**config.mk**
```make
export PLATFORM = sky130hd
export DESIGN_NAME = mc_ctrl_fsm_flat
export DESIGN_NICKNAME = d
export VERILOG_FILES = /design/src/rtl/mc_pkg.sv /design/src/rtl/mc_ctrl_fsm_if.sv /design/src/rtl/mc_ctrl_out.sv /design/src/rtl/mc_ctrl_fsm.sv /design/src/flat_wrapper.sv
export SDC_FILE = /design/constraint.sdc
export NUM_CORES = 1
export LEC_CHECK = 0
export CAP_MARGIN = 10
export CORE_ASPECT_RATIO = 1.25
export CORE_MARGIN = 2
export CORE_UTILIZATION = 30
export DETAILED_ROUTE_END_ITERATION = 6
export GPL_ROUTABILITY_DRIVEN = 0
export HOLD_SLACK_MARGIN = 0.08
export PLACE_DENSITY = 0.63
export SYNTH_ARGS = -nofsm -noshare
export SYNTH_HDL_FRONTEND = slang
export SYNTH_HIERARCHICAL = 1
export SYNTH_SLANG_ARGS = --single-unit
```
**constraint.sdc**
```tcl
create_clock -name clk_i -period 3.1 [get_ports clk_i]
set_clock_uncertainty 0.15 [all_clocks]
set_input_delay 0.62 -clock clk_i [delete_from_list [all_inputs] [get_ports clk_i]]
set_output_delay 0.62 -clock clk_i [all_outputs]
set_load 0.01 [all_outputs]
```
**src/rtl/mc_pkg.sv**
```systemverilog
// Shared encodings for the multi-cycle MIPS controller: state codes, opcodes,
// ALU-op and mux-select codes, and the packed control word.
package mc_pkg;

  localparam logic [3:0] S_FETCH  = 4'd0;
  localparam logic [3:0] S_DECODE = 4'd1;
  localparam logic [3:0] S_MEMADR = 4'd2;
  localparam logic [3:0] S_MEMRD  = 4'd3;
  localparam logic [3:0] S_MEMWB  = 4'd4;
  localparam logic [3:0] S_MEMWR  = 4'd5;
  localparam logic [3:0] S_RTYPE  = 4'd6;
  localparam logic [3:0] S_RWB    = 4'd7;
  localparam logic [3:0] S_IMM    = 4'd8;
  localparam logic [3:0] S_IWB    = 4'd9;
  localparam logic [3:0] S_BEQ    = 4'd10;
  localparam logic [3:0] S_JUMP   = 4'd11;
  localparam logic [3:0] S_JAL    = 4'd12;
  localparam logic [3:0] S_JR     = 4'd13;

  localparam logic [5:0] OP_RTYPE = 6'b000000;
  localparam logic [5:0] OP_J     = 6'b000010;
  localparam logic [5:0] OP_JAL   = 6'b000011;
  localparam logic [5:0] OP_BEQ   = 6'b000100;
  localparam logic [5:0] OP_ADDI  = 6'b001000;
  localparam logic [5:0] OP_SLTI  = 6'b001010;
  localparam logic [5:0] OP_LW    = 6'b100011;
  localparam logic [5:0] OP_SW    = 6'b101011;
  localparam logic [5:0] FUNCT_JR = 6'b001000;

  localparam logic [2:0] ALU_ADD   = 3'b000;
  localparam logic [2:0] ALU_SUB   = 3'b001;
  localparam logic [2:0] ALU_FUNCT = 3'b010;
  localparam logic [2:0] ALU_ADDI  = 3'b011;
  localparam logic [2:0] ALU_SLTI  = 3'b100;

  localparam logic [1:0] SRCB_B      = 2'b00;
  localparam logic [1:0] SRCB_FOUR   = 2'b01;
  localparam logic [1:0] SRCB_IMM    = 2'b10;
  localparam logic [1:0] SRCB_IMM_SH = 2'b11;

  localparam logic [1:0] REGDST_RT = 2'b00;
  localparam logic [1:0] REGDST_RD = 2'b01;
  localparam logic [1:0] REGDST_RA = 2'b10;

  localparam logic [1:0] M2R_ALUOUT = 2'b00;
  localparam logic [1:0] M2R_MDR    = 2'b01;
  localparam logic [1:0] M2R_PC     = 2'b10;

  localparam logic [1:0] PCSRC_ALU    = 2'b00;
  localparam logic [1:0] PCSRC_ALUOUT = 2'b01;
  localparam logic [1:0] PCSRC_JUMP   = 2'b10;
  localparam logic [1:0] PCSRC_A      = 2'b11;

  typedef struct packed {
    logic       pcWrite;
    logic       pcWriteCond;
    logic       iOrD;
    logic       memRead;
    logic       memWrite;
    logic       irWrite;
    logic       mdrWrite;
    logic [1:0] regDst;
    logic [1:0] memToReg;
    logic       regWrite;
    logic       aluSrcA;
    logic [1:0] aluSrcB;
    logic [2:0] aluOp;
    logic [1:0] pcSrc;
  } ctrlWord_t;

endpackage

```
**src/rtl/mc_ctrl_fsm_if.sv**
```systemverilog
// Controller <-> datapath bundle: IR fields and flags in, every mux/enable out.
interface mc_ctrl_fsm_if;
  logic [5:0] instr_op_i;
  logic [5:0] funct_i;
  logic       zero_i;
  logic       mem_ready_i;
  logic       pc_write_o;
  logic       pc_write_cond_o;
  logic       i_or_d_o;
  logic       mem_read_o;
  logic       mem_write_o;
  logic       ir_write_o;
  logic       mdr_write_o;
  logic [1:0] reg_dst_o;
  logic [1:0] mem_to_reg_o;
  logic       reg_write_o;
  logic       alu_src_a_o;
  logic [1:0] alu_src_b_o;
  logic [2:0] alu_op_o;
  logic [1:0] pc_src_o;

  modport master (
    input  instr_op_i, funct_i, zero_i, mem_ready_i,
    output pc_write_o, pc_write_cond_o, i_or_d_o, mem_read_o, mem_write_o,
           ir_write_o, mdr_write_o, reg_dst_o, mem_to_reg_o, reg_write_o,
           alu_src_a_o, alu_src_b_o, alu_op_o, pc_src_o
  );

  modport slave (
    output instr_op_i, funct_i, zero_i, mem_ready_i,
    input  pc_write_o, pc_write_cond_o, i_or_d_o, mem_read_o, mem_write_o,
           ir_write_o, mdr_write_o, reg_dst_o, mem_to_reg_o, reg_write_o,
           alu_src_a_o, alu_src_b_o, alu_op_o, pc_src_o
  );
endinterface

```
**src/rtl/mc_ctrl_out.sv**
```systemverilog
// Combinational state-to-control-word decode; the only non-Moore terms are the
// fetch/MDR load enables, which wait on the memory handshake.
module mc_ctrl_out
  import mc_pkg::*;
(
  input  logic [3:0] state,
  input  logic       isSlti,
  input  logic       memReady,
  output ctrlWord_t  ctrl
);

  always_comb begin
    ctrl = '0;
    case (state)
      S_FETCH: begin
        ctrl.memRead = 1'b1;
        ctrl.aluSrcB = SRCB_FOUR;
        ctrl.irWrite = memReady;
        ctrl.pcWrite = memReady;
      end
      S_DECODE: ctrl.aluSrcB = SRCB_IMM_SH;
      S_MEMADR: begin
        ctrl.aluSrcA = 1'b1;
        ctrl.aluSrcB = SRCB_IMM;
      end
      S_MEMRD: begin
        ctrl.memRead  = 1'b1;
        ctrl.iOrD     = 1'b1;
        ctrl.mdrWrite = memReady;
      end
      S_MEMWB: begin
        ctrl.regWrite = 1'b1;
        ctrl.memToReg = M2R_MDR;
      end
      S_MEMWR: begin
        ctrl.memWrite = 1'b1;
        ctrl.iOrD     = 1'b1;
      end
      S_RTYPE: begin
        ctrl.aluSrcA = 1'b1;
        ctrl.aluOp   = ALU_FUNCT;
      end
      S_RWB: begin
        ctrl.regWrite = 1'b1;
        ctrl.regDst   = REGDST_RD;
      end
      S_IMM: begin
        ctrl.aluSrcA = 1'b1;
        ctrl.aluSrcB = SRCB_IMM;
        ctrl.aluOp   = isSlti ? ALU_SLTI : ALU_ADDI;
      end
      S_IWB: ctrl.regWrite = 1'b1;
      S_BEQ: begin
        ctrl.aluSrcA     = 1'b1;
        ctrl.aluOp       = ALU_SUB;
        ctrl.pcWriteCond = 1'b1;
        ctrl.pcSrc       = PCSRC_ALUOUT;
      end
      S_JUMP: begin
        ctrl.pcWrite = 1'b1;
        ctrl.pcSrc   = PCSRC_JUMP;
      end
      S_JAL: begin
        // PC already holds PC+4 from fetch, so it is the link value
        ctrl.pcWrite  = 1'b1;
        ctrl.pcSrc    = PCSRC_JUMP;
        ctrl.regWrite = 1'b1;
        ctrl.regDst   = REGDST_RA;
        ctrl.memToReg = M2R_PC;
      end
      S_JR: begin
        ctrl.pcWrite = 1'b1;
        ctrl.pcSrc   = PCSRC_A;
      end
      default: ctrl = '0;
    endcase
  end

endmodule

```
**src/rtl/mc_ctrl_fsm.sv**
```systemverilog
// Multi-cycle MIPS control unit: sequences fetch/decode/execute/memory/write-back
// and counts retired instructions.
//
// state  | meaning
// FETCH  | read instruction at PC, PC <= PC+4 when memory ready
// DECODE | compute branch target into ALUOut, dispatch on opcode
// MEMADR | effective address for lw/sw
// MEMRD  | load data into MDR, wait on memory
// MEMWB  | MDR -> rt
// MEMWR  | store B, wait on memory
// RTYPE  | ALU op from funct
// RWB    | ALUOut -> rd
// IMM    | addi/slti with sign-extended immediate
// IWB    | ALUOut -> rt
// BEQ    | compare, conditional PC load from ALUOut
// JUMP   | PC <= jump target
// JAL    | PC <= jump target, PC+4 -> $31
// JR     | PC <= A
module mc_ctrl_fsm
  import mc_pkg::*;
#(
  parameter int CNT_W = 32,
  parameter int OP_W  = 6
) (
  input  logic              clk_i,
  input  logic              rst_i,
  mc_ctrl_fsm_if.master     bus,
  output logic              illegal_o,
  output logic [3:0]        state_o,
  output logic [CNT_W-1:0]  retired_o
);

  logic [3:0]      state;
  logic [3:0]      nextState;
  logic [OP_W-1:0] opcode;
  logic            isIllegal;
  logic            retire;
  logic [CNT_W-1:0] retiredCnt;
  ctrlWord_t       ctrl;

  assign opcode = bus.instr_op_i;

  always_comb begin
    nextState = state;
    isIllegal = 1'b0;
    case (state)
      S_FETCH:  nextState = bus.mem_ready_i ? S_DECODE : S_FETCH;
      S_DECODE: begin
        case (opcode)
          OP_LW, OP_SW:     nextState = S_MEMADR;
          OP_RTYPE:         nextState = (bus.funct_i == FUNCT_JR) ? S_JR : S_RTYPE;
          OP_BEQ:           nextState = S_BEQ;
          OP_ADDI, OP_SLTI: nextState = S_IMM;
          OP_J:             nextState = S_JUMP;
          OP_JAL:           nextState = S_JAL;
          default: begin
            nextState = S_FETCH;
            isIllegal = 1'b1;
          end
        endcase
      end
      S_MEMADR: nextState = (opcode == OP_LW) ? S_MEMRD : S_MEMWR;
      S_MEMRD:  nextState = bus.mem_ready_i ? S_MEMWB : S_MEMRD;
      S_MEMWR:  nextState = bus.mem_ready_i ? S_FETCH : S_MEMWR;
      S_RTYPE:  nextState = S_RWB;
      S_IMM:    nextState = S_IWB;
      S_MEMWB, S_RWB, S_IWB, S_BEQ, S_JUMP, S_JAL, S_JR: nextState = S_FETCH;
      default:  nextState = S_FETCH;
    endcase
  end

  // Fetch stalls and the illegal-opcode exit from DECODE are not retirements
  assign retire = (nextState == S_FETCH) && (state != S_FETCH) && (state != S_DECODE);

  always_ff @(posedge clk_i) begin
    if (rst_i) begin
      state      <= S_FETCH;
      retiredCnt <= '0;
    end else begin
      state <= nextState;
      if (retire) retiredCnt <= retiredCnt + CNT_W'(1);
    end
  end

  mc_ctrl_out u_ctrl_out (
    .state    (state),
    .isSlti   (opcode == OP_SLTI),
    .memReady (bus.mem_ready_i),
    .ctrl     (ctrl)
  );

  assign bus.pc_write_o      = ctrl.pcWrite;
  assign bus.pc_write_cond_o = ctrl.pcWriteCond;
  assign bus.i_or_d_o        = ctrl.iOrD;
  assign bus.mem_read_o      = ctrl.memRead;
  assign bus.mem_write_o     = ctrl.memWrite;
  assign bus.ir_write_o      = ctrl.irWrite;
  assign bus.mdr_write_o     = ctrl.mdrWrite;
  assign bus.reg_dst_o       = ctrl.regDst;
  assign bus.mem_to_reg_o    = ctrl.memToReg;
  assign bus.reg_write_o     = ctrl.regWrite;
  assign bus.alu_src_a_o     = ctrl.aluSrcA;
  assign bus.alu_src_b_o     = ctrl.aluSrcB;
  assign bus.alu_op_o        = ctrl.aluOp;
  assign bus.pc_src_o        = ctrl.pcSrc;

  assign illegal_o = isIllegal;
  assign state_o   = state;
  assign retired_o = retiredCnt;

endmodule
```
**src/flat_wrapper.sv**
```systemverilog
// flat-port wrapper written by rule: the top's interface ports become plain ports
module mc_ctrl_fsm_flat import mc_pkg::*;
#(
  parameter int CNT_W = 32,
  parameter int OP_W  = 6
)
  (clk_i, rst_i, illegal_o, state_o, retired_o, bus_instr_op_i, bus_funct_i, bus_zero_i, bus_mem_ready_i, bus_pc_write_o, bus_pc_write_cond_o, bus_i_or_d_o, bus_mem_read_o, bus_mem_write_o, bus_ir_write_o, bus_mdr_write_o, bus_reg_dst_o, bus_mem_to_reg_o, bus_reg_write_o, bus_alu_src_a_o, bus_alu_src_b_o, bus_alu_op_o, bus_pc_src_o);
  mc_ctrl_fsm_if bus_i ();
  input  logic clk_i;
  input  logic rst_i;
  output logic illegal_o;
  output logic [3:0] state_o;
  output logic [CNT_W-1:0] retired_o;
  input wire logic [$bits(bus_i.instr_op_i)-1:0] bus_instr_op_i;
  input wire logic [$bits(bus_i.funct_i)-1:0] bus_funct_i;
  input wire logic [$bits(bus_i.zero_i)-1:0] bus_zero_i;
  input wire logic [$bits(bus_i.mem_ready_i)-1:0] bus_mem_ready_i;
  output wire logic [$bits(bus_i.pc_write_o)-1:0] bus_pc_write_o;
  output wire logic [$bits(bus_i.pc_write_cond_o)-1:0] bus_pc_write_cond_o;
  output wire logic [$bits(bus_i.i_or_d_o)-1:0] bus_i_or_d_o;
  output wire logic [$bits(bus_i.mem_read_o)-1:0] bus_mem_read_o;
  output wire logic [$bits(bus_i.mem_write_o)-1:0] bus_mem_write_o;
  output wire logic [$bits(bus_i.ir_write_o)-1:0] bus_ir_write_o;
  output wire logic [$bits(bus_i.mdr_write_o)-1:0] bus_mdr_write_o;
  output wire logic [$bits(bus_i.reg_dst_o)-1:0] bus_reg_dst_o;
  output wire logic [$bits(bus_i.mem_to_reg_o)-1:0] bus_mem_to_reg_o;
  output wire logic [$bits(bus_i.reg_write_o)-1:0] bus_reg_write_o;
  output wire logic [$bits(bus_i.alu_src_a_o)-1:0] bus_alu_src_a_o;
  output wire logic [$bits(bus_i.alu_src_b_o)-1:0] bus_alu_src_b_o;
  output wire logic [$bits(bus_i.alu_op_o)-1:0] bus_alu_op_o;
  output wire logic [$bits(bus_i.pc_src_o)-1:0] bus_pc_src_o;
  assign bus_i.instr_op_i = bus_instr_op_i;
  assign bus_i.funct_i = bus_funct_i;
  assign bus_i.zero_i = bus_zero_i;
  assign bus_i.mem_ready_i = bus_mem_ready_i;
  assign bus_pc_write_o = bus_i.pc_write_o;
  assign bus_pc_write_cond_o = bus_i.pc_write_cond_o;
  assign bus_i_or_d_o = bus_i.i_or_d_o;
  assign bus_mem_read_o = bus_i.mem_read_o;
  assign bus_mem_write_o = bus_i.mem_write_o;
  assign bus_ir_write_o = bus_i.ir_write_o;
  assign bus_mdr_write_o = bus_i.mdr_write_o;
  assign bus_reg_dst_o = bus_i.reg_dst_o;
  assign bus_mem_to_reg_o = bus_i.mem_to_reg_o;
  assign bus_reg_write_o = bus_i.reg_write_o;
  assign bus_alu_src_a_o = bus_i.alu_src_a_o;
  assign bus_alu_src_b_o = bus_i.alu_src_b_o;
  assign bus_alu_op_o = bus_i.alu_op_o;
  assign bus_pc_src_o = bus_i.pc_src_o;
  mc_ctrl_fsm #(.CNT_W(CNT_W), .OP_W(OP_W)) u_core (.clk_i(clk_i), .rst_i(rst_i), .bus(bus_i), .illegal_o(illegal_o), .state_o(state_o), .retired_o(retired_o));
endmodule
```
==> flow_metrics.py, run 1 <==
metrics = {
    "global_routing": {
        "grt_pass1_wl_mm": 12.30,
        "grt_pass1_vias": 2649,
        "grt_usage_pct": 15.95,
        "antenna_found_initial": 0,
        "grt_max_degree": 25,
        "overflow": 0,
    },
    "clocking": {
        "clock-root-buffer": "clkbuf_8",
        "cts_buffer_depth": 2,
        "hold_buffers": 0,
        "cts_num_sinks": 36,
        "clkSlewWorstSetupHoldPaths_ns": 0.07,
        "cts_tree": "done",
        "cts_max_level": 2,
        "worstSkewPairLatency_ns": 0.29,
        "cts_made_buffers": 5,
    },
    "worst_setup_path": {
        "worstPathArrival_ns": 3.06,
        "required_ns": 3.13,
        "path_max_fanout": 15,
        "start_kind": "primary input",
        "endpoint_kind": "flip-flop",
        "path_class": "primary input to flip-flop",
    },
    "sta": {
        "fmax_mhz": 329.6,
        "whs_ns": 0.3315,
        "relSlewSlack_pct": 42.99,
        "fin_crit_ns": 3.034,
        "rsz0062_at_grt": "false",
        "setup_tns_ns": 0,
        "tightest_slew_ns": 0.8433,
        "hold_viol": 0,
        "period_share_pct": 97.87,
        "slew_viol_final": 0,
        "setup_viol": 0,
    },
    "drt": {
        "routed_wl_mm": 7.391,
        "routedWlPerCell_um": 14.44,
        "via_count": 2844,
        "drtPass1Iterations": 4,
        "final_antenna_net_count": 0,
        "avgViaCountPerCell": 5.555,
        "drc": 0,
        "drt_iter0_drc": 96,
    },
    "floorplan": {
        "fp.dieArea_um2": 9402,
        "die_x_um": 87.13,
        "rows": 37,
        "placeableCoreArea_um2": 8333,
        "io_pins": 73,
        "die_h_um": 107.9,
        "start_util_pct": 31.10,
    },
    "logic_synthesis": {
        "synth_cell_types": 61,
        "yosys-top-cells-area": "dfxtp_1 (28%), o31ai_1 (7.0%), or4_1 (6.7%), a21oi_1 (6.6%), nor2_1 (3.5%)",
        "synth_top_family_by_area": "simple AND/OR/NAND/NOR gates",
        "synthesis.area_per_instance_um2": 8.123,
        "ys_warn_count": 6,
        "synth_nets": 336,
        "synth-compound-area-share_pct": 19.85,
        "synth_edf_count": 0,
        "synthSimpleGateAreaFrac_pct": 41.09,
        "synth.mux.area_fraction_pct": 2.704,
        "async_flop_share_pct": 0,
        "synth_area_um2": 2591,
        "postSynthCellCount": 319,
        "netlist.area_leader.share_pct": 27.81,
        "yosys.area.top_type": "dfxtp_1",
        "synthFlopType": "dfxtp_1",
        "synth_xor_area_share_pct": 1.014,
        "synthAdderAreaFrac_pct": 0.4829,
        "synth-seq-cells": 36,
        "yosysSeqAreaShare_pct": 27.81,
    },
    "place": {
        "dp_hpwl_mm": 5.538,
        "place_inst": 503,
        "portBuffers": 71,
        "post_dp_cell_area_um2": 3541,
    },
    "layout": {
        "diodes": 0,
        "utilization_pct": 43.77,
        "drive_gt1_share_pct": 17.11,
        "final_cell_mix": "clkdlybuf4s50_1 (64), buf_4 (39), dfxtp_1 (36)",
        "final_cells": 512,
        "final_common_cell": "clkdlybuf4s50_1",
        "layout.nets": 432,
        "area_growth_pct": 40.75,
        "design_area_um2": 3647,
    },
    "power_and_ir_drop": {
        "ir_drop_mv": 0.1546,
        "p_leak_nw": 1.236,
        "p_per_area_nw_per_um2": 252.7,
    },
    "hold_path": {
        "hold_path.class": "flip-flop to flip-flop",
    },
    "job": {
        "maxCapViolCount": 0,
    },
    "status": {
        "status": "completed",
    },
}
-- worst max-delay path: stages --
cell,delay (ns)
clkdlybuf4s50_1,0.48
nor4b_1,0.18
o311ai_0,0.38
buf_4,0.18
and2b_2,0.17
nand3_4,0.17
buf_4,0.20
nor4_2,0.34
mux2_4,0.33
-- worst paths after layout --
kind / startpoint / to / slack, ns / depth (start not counted)
max: bus_instr_op_i[2] / u_core/retired_o[16]$_SDFFE_PP0P_ / 0.07 / 9
min: u_core/retired_o[31]$_SDFFE_PP0P_ / u_core/retired_o[31]$_SDFFE_PP0P_ / 0.33 / 2
max reg2reg: u_core/state_o[1]$_SDFF_PP0_ / u_core/retired_o[4]$_SDFFE_PP0P_ / 0.27 / 7
min reg2reg: u_core/retired_o[31]$_SDFFE_PP0P_ / u_core/retired_o[31]$_SDFFE_PP0P_ / 0.33 / 2
-- synth_stat cells, drive strengths merged, types with 2 or more instances --
| library cell | instances |
|---|---|
| dfxtp | 36 |
| o31ai | 24 |
| nor2b | 10 |
| nor4 | 4 |
| nor3 | 10 |
| and4 | 2 |
| nand2b | 7 |
| or4 | 28 |
| nor3b | 5 |
| nand4 | 10 |
| xor2 | 2 |
| o211ai | 2 |
| or3 | 7 |
| or4b | 3 |
| nand2 | 18 |
| o21bai | 2 |
| buf | 13 |
| nor2 | 25 |
| and3 | 8 |
| mux2 | 4 |
| nor4b | 3 |
| a31oi | 2 |
| nand3b | 3 |
| inv | 6 |
| nand3 | 18 |
| clkbuf | 8 |
| a21oi | 34 |
| o21ai | 6 |
-- metrics by stage --
| stage | power, mW | setup WS [ns] |
|---|---|---|
| 2_1_floorplan | 0.5516 | 0.3758 |
| 3_3_place_gp | 0.6142 | -0.2513 |
| 3_5_place_dp | 0.6171 | -0.2274 |
| 4_1_cts | 0.9345 | 0.007617 |
| 5_1_grt | 0.9662 | 0.009781 |
| 6_report | 0.9217 | 0.06593 |
-- cell type report --
class                           instances  area (um2)
Clock buffer                            6       72.57
Sequential cell                        36       720.7
Timing Repair Buffer                  110        1006
Inverter                                6       22.52
Fill cell                             845        4686
Tap cell                               97       121.4
Multi-Input combinational cell        256        1699
Clock inverter                          1       5.005
-- repair_timing --
item | CTS | global route
gates cloned | 0 | 0
setup buffers | 0 | 2
pin swaps | 1 | 1
gates resized for setup | 5 | 4
setup endpoints to repair | 4 | 4
-- flip-flops by register name (all words and copies together), names as in the netlist --
name and count:
u_core/retired_o 32, u_core/state_o 4
-- metal layers --
metal  up-vias  share of wire (%)  wire length, um  track usage, %
met4         0                1.4              103           5.385
met1      1346                 42             3100           18.73
met2        63                 53             3948           29.01
li1       1426                  -                -               -
met3         9                3.2              238           2.531
met5         -                  0                0               0
-- where the power goes --
group / internal [mW] / total, mW / leakage (nW) / switching [mW]
Sequential: 0.465 / 0.468 / 0.290 / 0.00297
Combinational: 0.0699 / 0.139 / 0.905 / 0.0694
Clock: 0.153 / 0.314 / 0.0410 / 0.162
-- cell families after synthesis --
kind of cell	after synthesis
mux	5
simple gates	168
compound gates	79
buf+inv	27
xor+xnor	3
fa+ha+maj	1
flops	36
Power figures use the tool's default switching activity.
==> run 2: changes to the inputs <==
--- a/config.mk
+++ b/config.mk
@@ -5,14 +5,14 @@
 export SDC_FILE = /design/constraint.sdc
 export NUM_CORES = 1
 export LEC_CHECK = 0
-export CAP_MARGIN = 10
+export CAP_MARGIN = 0
 export CORE_ASPECT_RATIO = 1.25
 export CORE_MARGIN = 2
 export CORE_UTILIZATION = 30
 export DETAILED_ROUTE_END_ITERATION = 6
 export GPL_ROUTABILITY_DRIVEN = 0
 export HOLD_SLACK_MARGIN = 0.08
-export PLACE_DENSITY = 0.63
+export PLACE_DENSITY = 0.65
 export SYNTH_ARGS = -nofsm -noshare
 export SYNTH_HDL_FRONTEND = slang
 export SYNTH_HIERARCHICAL = 1
==> constraint.sdc (replaced) <==
create_clock -name clk_i -period 2.7 [get_ports clk_i]
set_clock_uncertainty 0.15 [all_clocks]
set_input_delay 0.54 -clock clk_i [delete_from_list [all_inputs] [get_ports clk_i]]
set_output_delay 0.54 -clock clk_i [all_outputs]
set_load 0.01 [all_outputs]
==> run 2 against run 1 <==
  * Wire length grew 9.1%
  * Register-to-register slack worse by 0.23 ns
  * Utilization increased by 2.8 points
  * Cell area rose by 6.3%
  * Via count increased by 3.9%
  * Worst setup slack got worse by 0.029 ns
  * Total power grew 21%
  * Clock power rose by 28%
  * Largest cell class unchanged
  * Largest power group unchanged
==> flow_metrics.py, run 2 (synthesis gave the netlist of run 1 again) <==
metrics = {
    "status": {
        "status": "completed",
    },
    "power_and_ir_drop": {
        "switching_share_pct": 25.57,
        "clockPowerShare_pct": 36.0,
        "p_seq_share_pct": 48.0,
        "power.total_mw": 1.120,
        "p_per_area_nw_per_um2": 288.7,
        "net-switching-power_uw": 286.3,
        "ir_drop_mv": 0.1458,
        "combPwrFrac_pct": 16.1,
        "p_int_uw": 833.3,
        "p_leak_nw": 1.343,
    },
    "clocking": {
        "cts_num_sinks": 36,
        "cts_max_level": 2,
        "clock-root-buffer": "clkbuf_8",
        "worstSkewPairLatency_ns": 0.29,
        "cts_buffer_depth": 2,
        "clkSlewWorstSetupHoldPaths_ns": 0.07,
        "hold_buffers": 0,
        "cts_made_buffers": 5,
        "cts_tree": "done",
    },
    "worst_setup_path": {
        "start_kind": "flip-flop",
        "startpoint": "u_core/state_o[2]$_SDFF_PP0_",
        "required_ns": 2.73,
        "worstPathArrival_ns": 2.69,
        "r2r_start": "u_core/state_o[2]$_SDFF_PP0_",
        "endpoint_kind": "flip-flop",
        "ff2ff_setup_slack_ns": 0.04,
        "path_class": "flip-flop to flip-flop",
        "reg2reg_depth": 8,
        "path_max_fanout": 7,
    },
    "floorplan": {
        "die_h_um": 107.9,
        "rows": 37,
        "io_pins": 73,
        "fp.dieArea_um2": 9402,
        "placeableCoreArea_um2": 8333,
        "start_util_pct": 31.10,
        "die_x_um": 87.13,
    },
    "global_routing": {
        "grt_pass1_vias": 2738,
        "grt_pass1_wl_mm": 12.92,
        "grt_usage_pct": 16.85,
        "antenna_found_initial": 0,
        "overflow": 0,
        "grt_max_degree": 32,
    },
    "place": {
        "portBuffers": 71,
        "dp_hpwl_mm": 5.616,
        "preCtsSetupSlack_ns": -0.5888,
    },
    "drt": {
        "routedWlPerCell_um": 15.13,
        "avgViaCountPerCell": 5.542,
        "final_antenna_net_count": 0,
        "drtPass1Iterations": 4,
        "drt_iter0_drc": 160,
        "drc": 0,
        "via_count": 2954,
        "routed_wl_mm": 8.062,
    },
    "sta": {
        "setup_tns_ns": 0,
        "rsz0062_at_grt": "true",
        "setup_viol": 0,
        "fin_crit_ns": 2.663,
        "setup_ws_ns": 0.03742,
        "period_share_pct": 98.61,
        "hold_viol": 0,
        "slew_viol_final": 0,
        "tightest_slew_ns": 0.6209,
        "fmax_mhz": 375.6,
        "relSlewSlack_pct": 58.02,
    },
    "layout": {
        "diodes": 0,
        "drive_gt1_share_pct": 24.08,
        "area_growth_pct": 49.64,
        "largest_register_ffs": 32,
        "layout.nets": 452,
        "final_cell_mix": "clkdlybuf4s50_1 (60), buf_4 (51), a21oi_1 (34)",
        "final_common_cell": "clkdlybuf4s50_1",
    },
    "job": {
        "maxCapViolCount": 0,
    },
    "hold_path": {
        "min-delay-start": "u_core/retired_o[31]$_SDFFE_PP0P_",
        "hold_path_depth": 2,
        "hold_path.class": "flip-flop to flip-flop",
    },
}
run 2: changes by cell type in the layout (fill, tap and decap cells not counted), sizes merged:
cell and change:
dlymetal6s2s -3, buf +17, dlygate4sd2 +4, clkbuf +5, nand3 +1, clkdlybuf4s50 -4
nand2 +1, clkinv -1, or3 +1
run 2: cell type report:
type / instances / area, um2
fill: 798 / 4456
inverter: 6 / 22.52
clock buffer: 8 / 90.09
timing repair buffer: 127 / 1141
multi-input combinational: 259 / 1777
sequential: 36 / 725.7
tap: 97 / 121.4
run 2: final timing paths:
check / to
setup reg to reg: u_core/retired_o[2]$_SDFFE_PP0P_
setup / recovery: u_core/retired_o[2]$_SDFFE_PP0P_
hold / removal: u_core/retired_o[31]$_SDFFE_PP0P_
hold reg to reg: u_core/retired_o[31]$_SDFFE_PP0P_
run 2: per-layer routing:
| layer | global-route usage, % | wire length (um) | share of wire (%) |
|---|---|---|---|
| met2 | 29.55 | 4119 | 51 |
| met3 | 2.761 | 341 | 4.2 |
| met4 | 4.835 | 117 | 1.5 |
| met1 | 21.06 | 3483 | 43 |
| met5 | 0 | 0 | 0 |
run 2: timing repair:
action	in CTS	in global routing
pin swaps	11	7
buffers inserted	4	1
cloned	2	1
resized for setup	26	11
setup endpoints to repair	36	19
run 2: per-stage QoR:
step | hold slack (ns) | util, % | std cells | cell area (um2)
3_3_place_gp | 0.3299 | 43.96 | 517 | 3664
2_1_floorplan | 0.3459 | - | 319 | 2596
6_report | 0.3371 | 46.53 | 533 | 3877
3_5_place_dp | 0.3272 | 43.96 | 517 | 3664
4_1_cts | 0.3369 | 46.17 | 531 | 3847
5_1_grt | 0.3690 | 46.53 | 533 | 3877
run 2: power groups by stage:
| stage | Combinational [mW] | Clock [mW] | Sequential [mW] |
|---|---|---|---|
| finish | 0.180 | 0.403 | 0.537 |
| global route | 0.194 | 0.434 | 0.537 |
| CTS | 0.177 | 0.408 | 0.537 |
| detailed placement | 0.168 | 0 | 0.549 |
| global placement | 0.164 | 0 | 0.549 |
| floorplan | 0.0815 | 0 | 0.552 |
run 2: critical path, stage by stage (launching register included):
cell,delay [ns]
dfxtp_2,0.32
or4b_4,0.55
or4_4,0.45
o32a_4,0.39
nand3_4,0.13
buf_12,0.14
buf_6,0.10
nor3_2,0.04
mux2_4,0.29
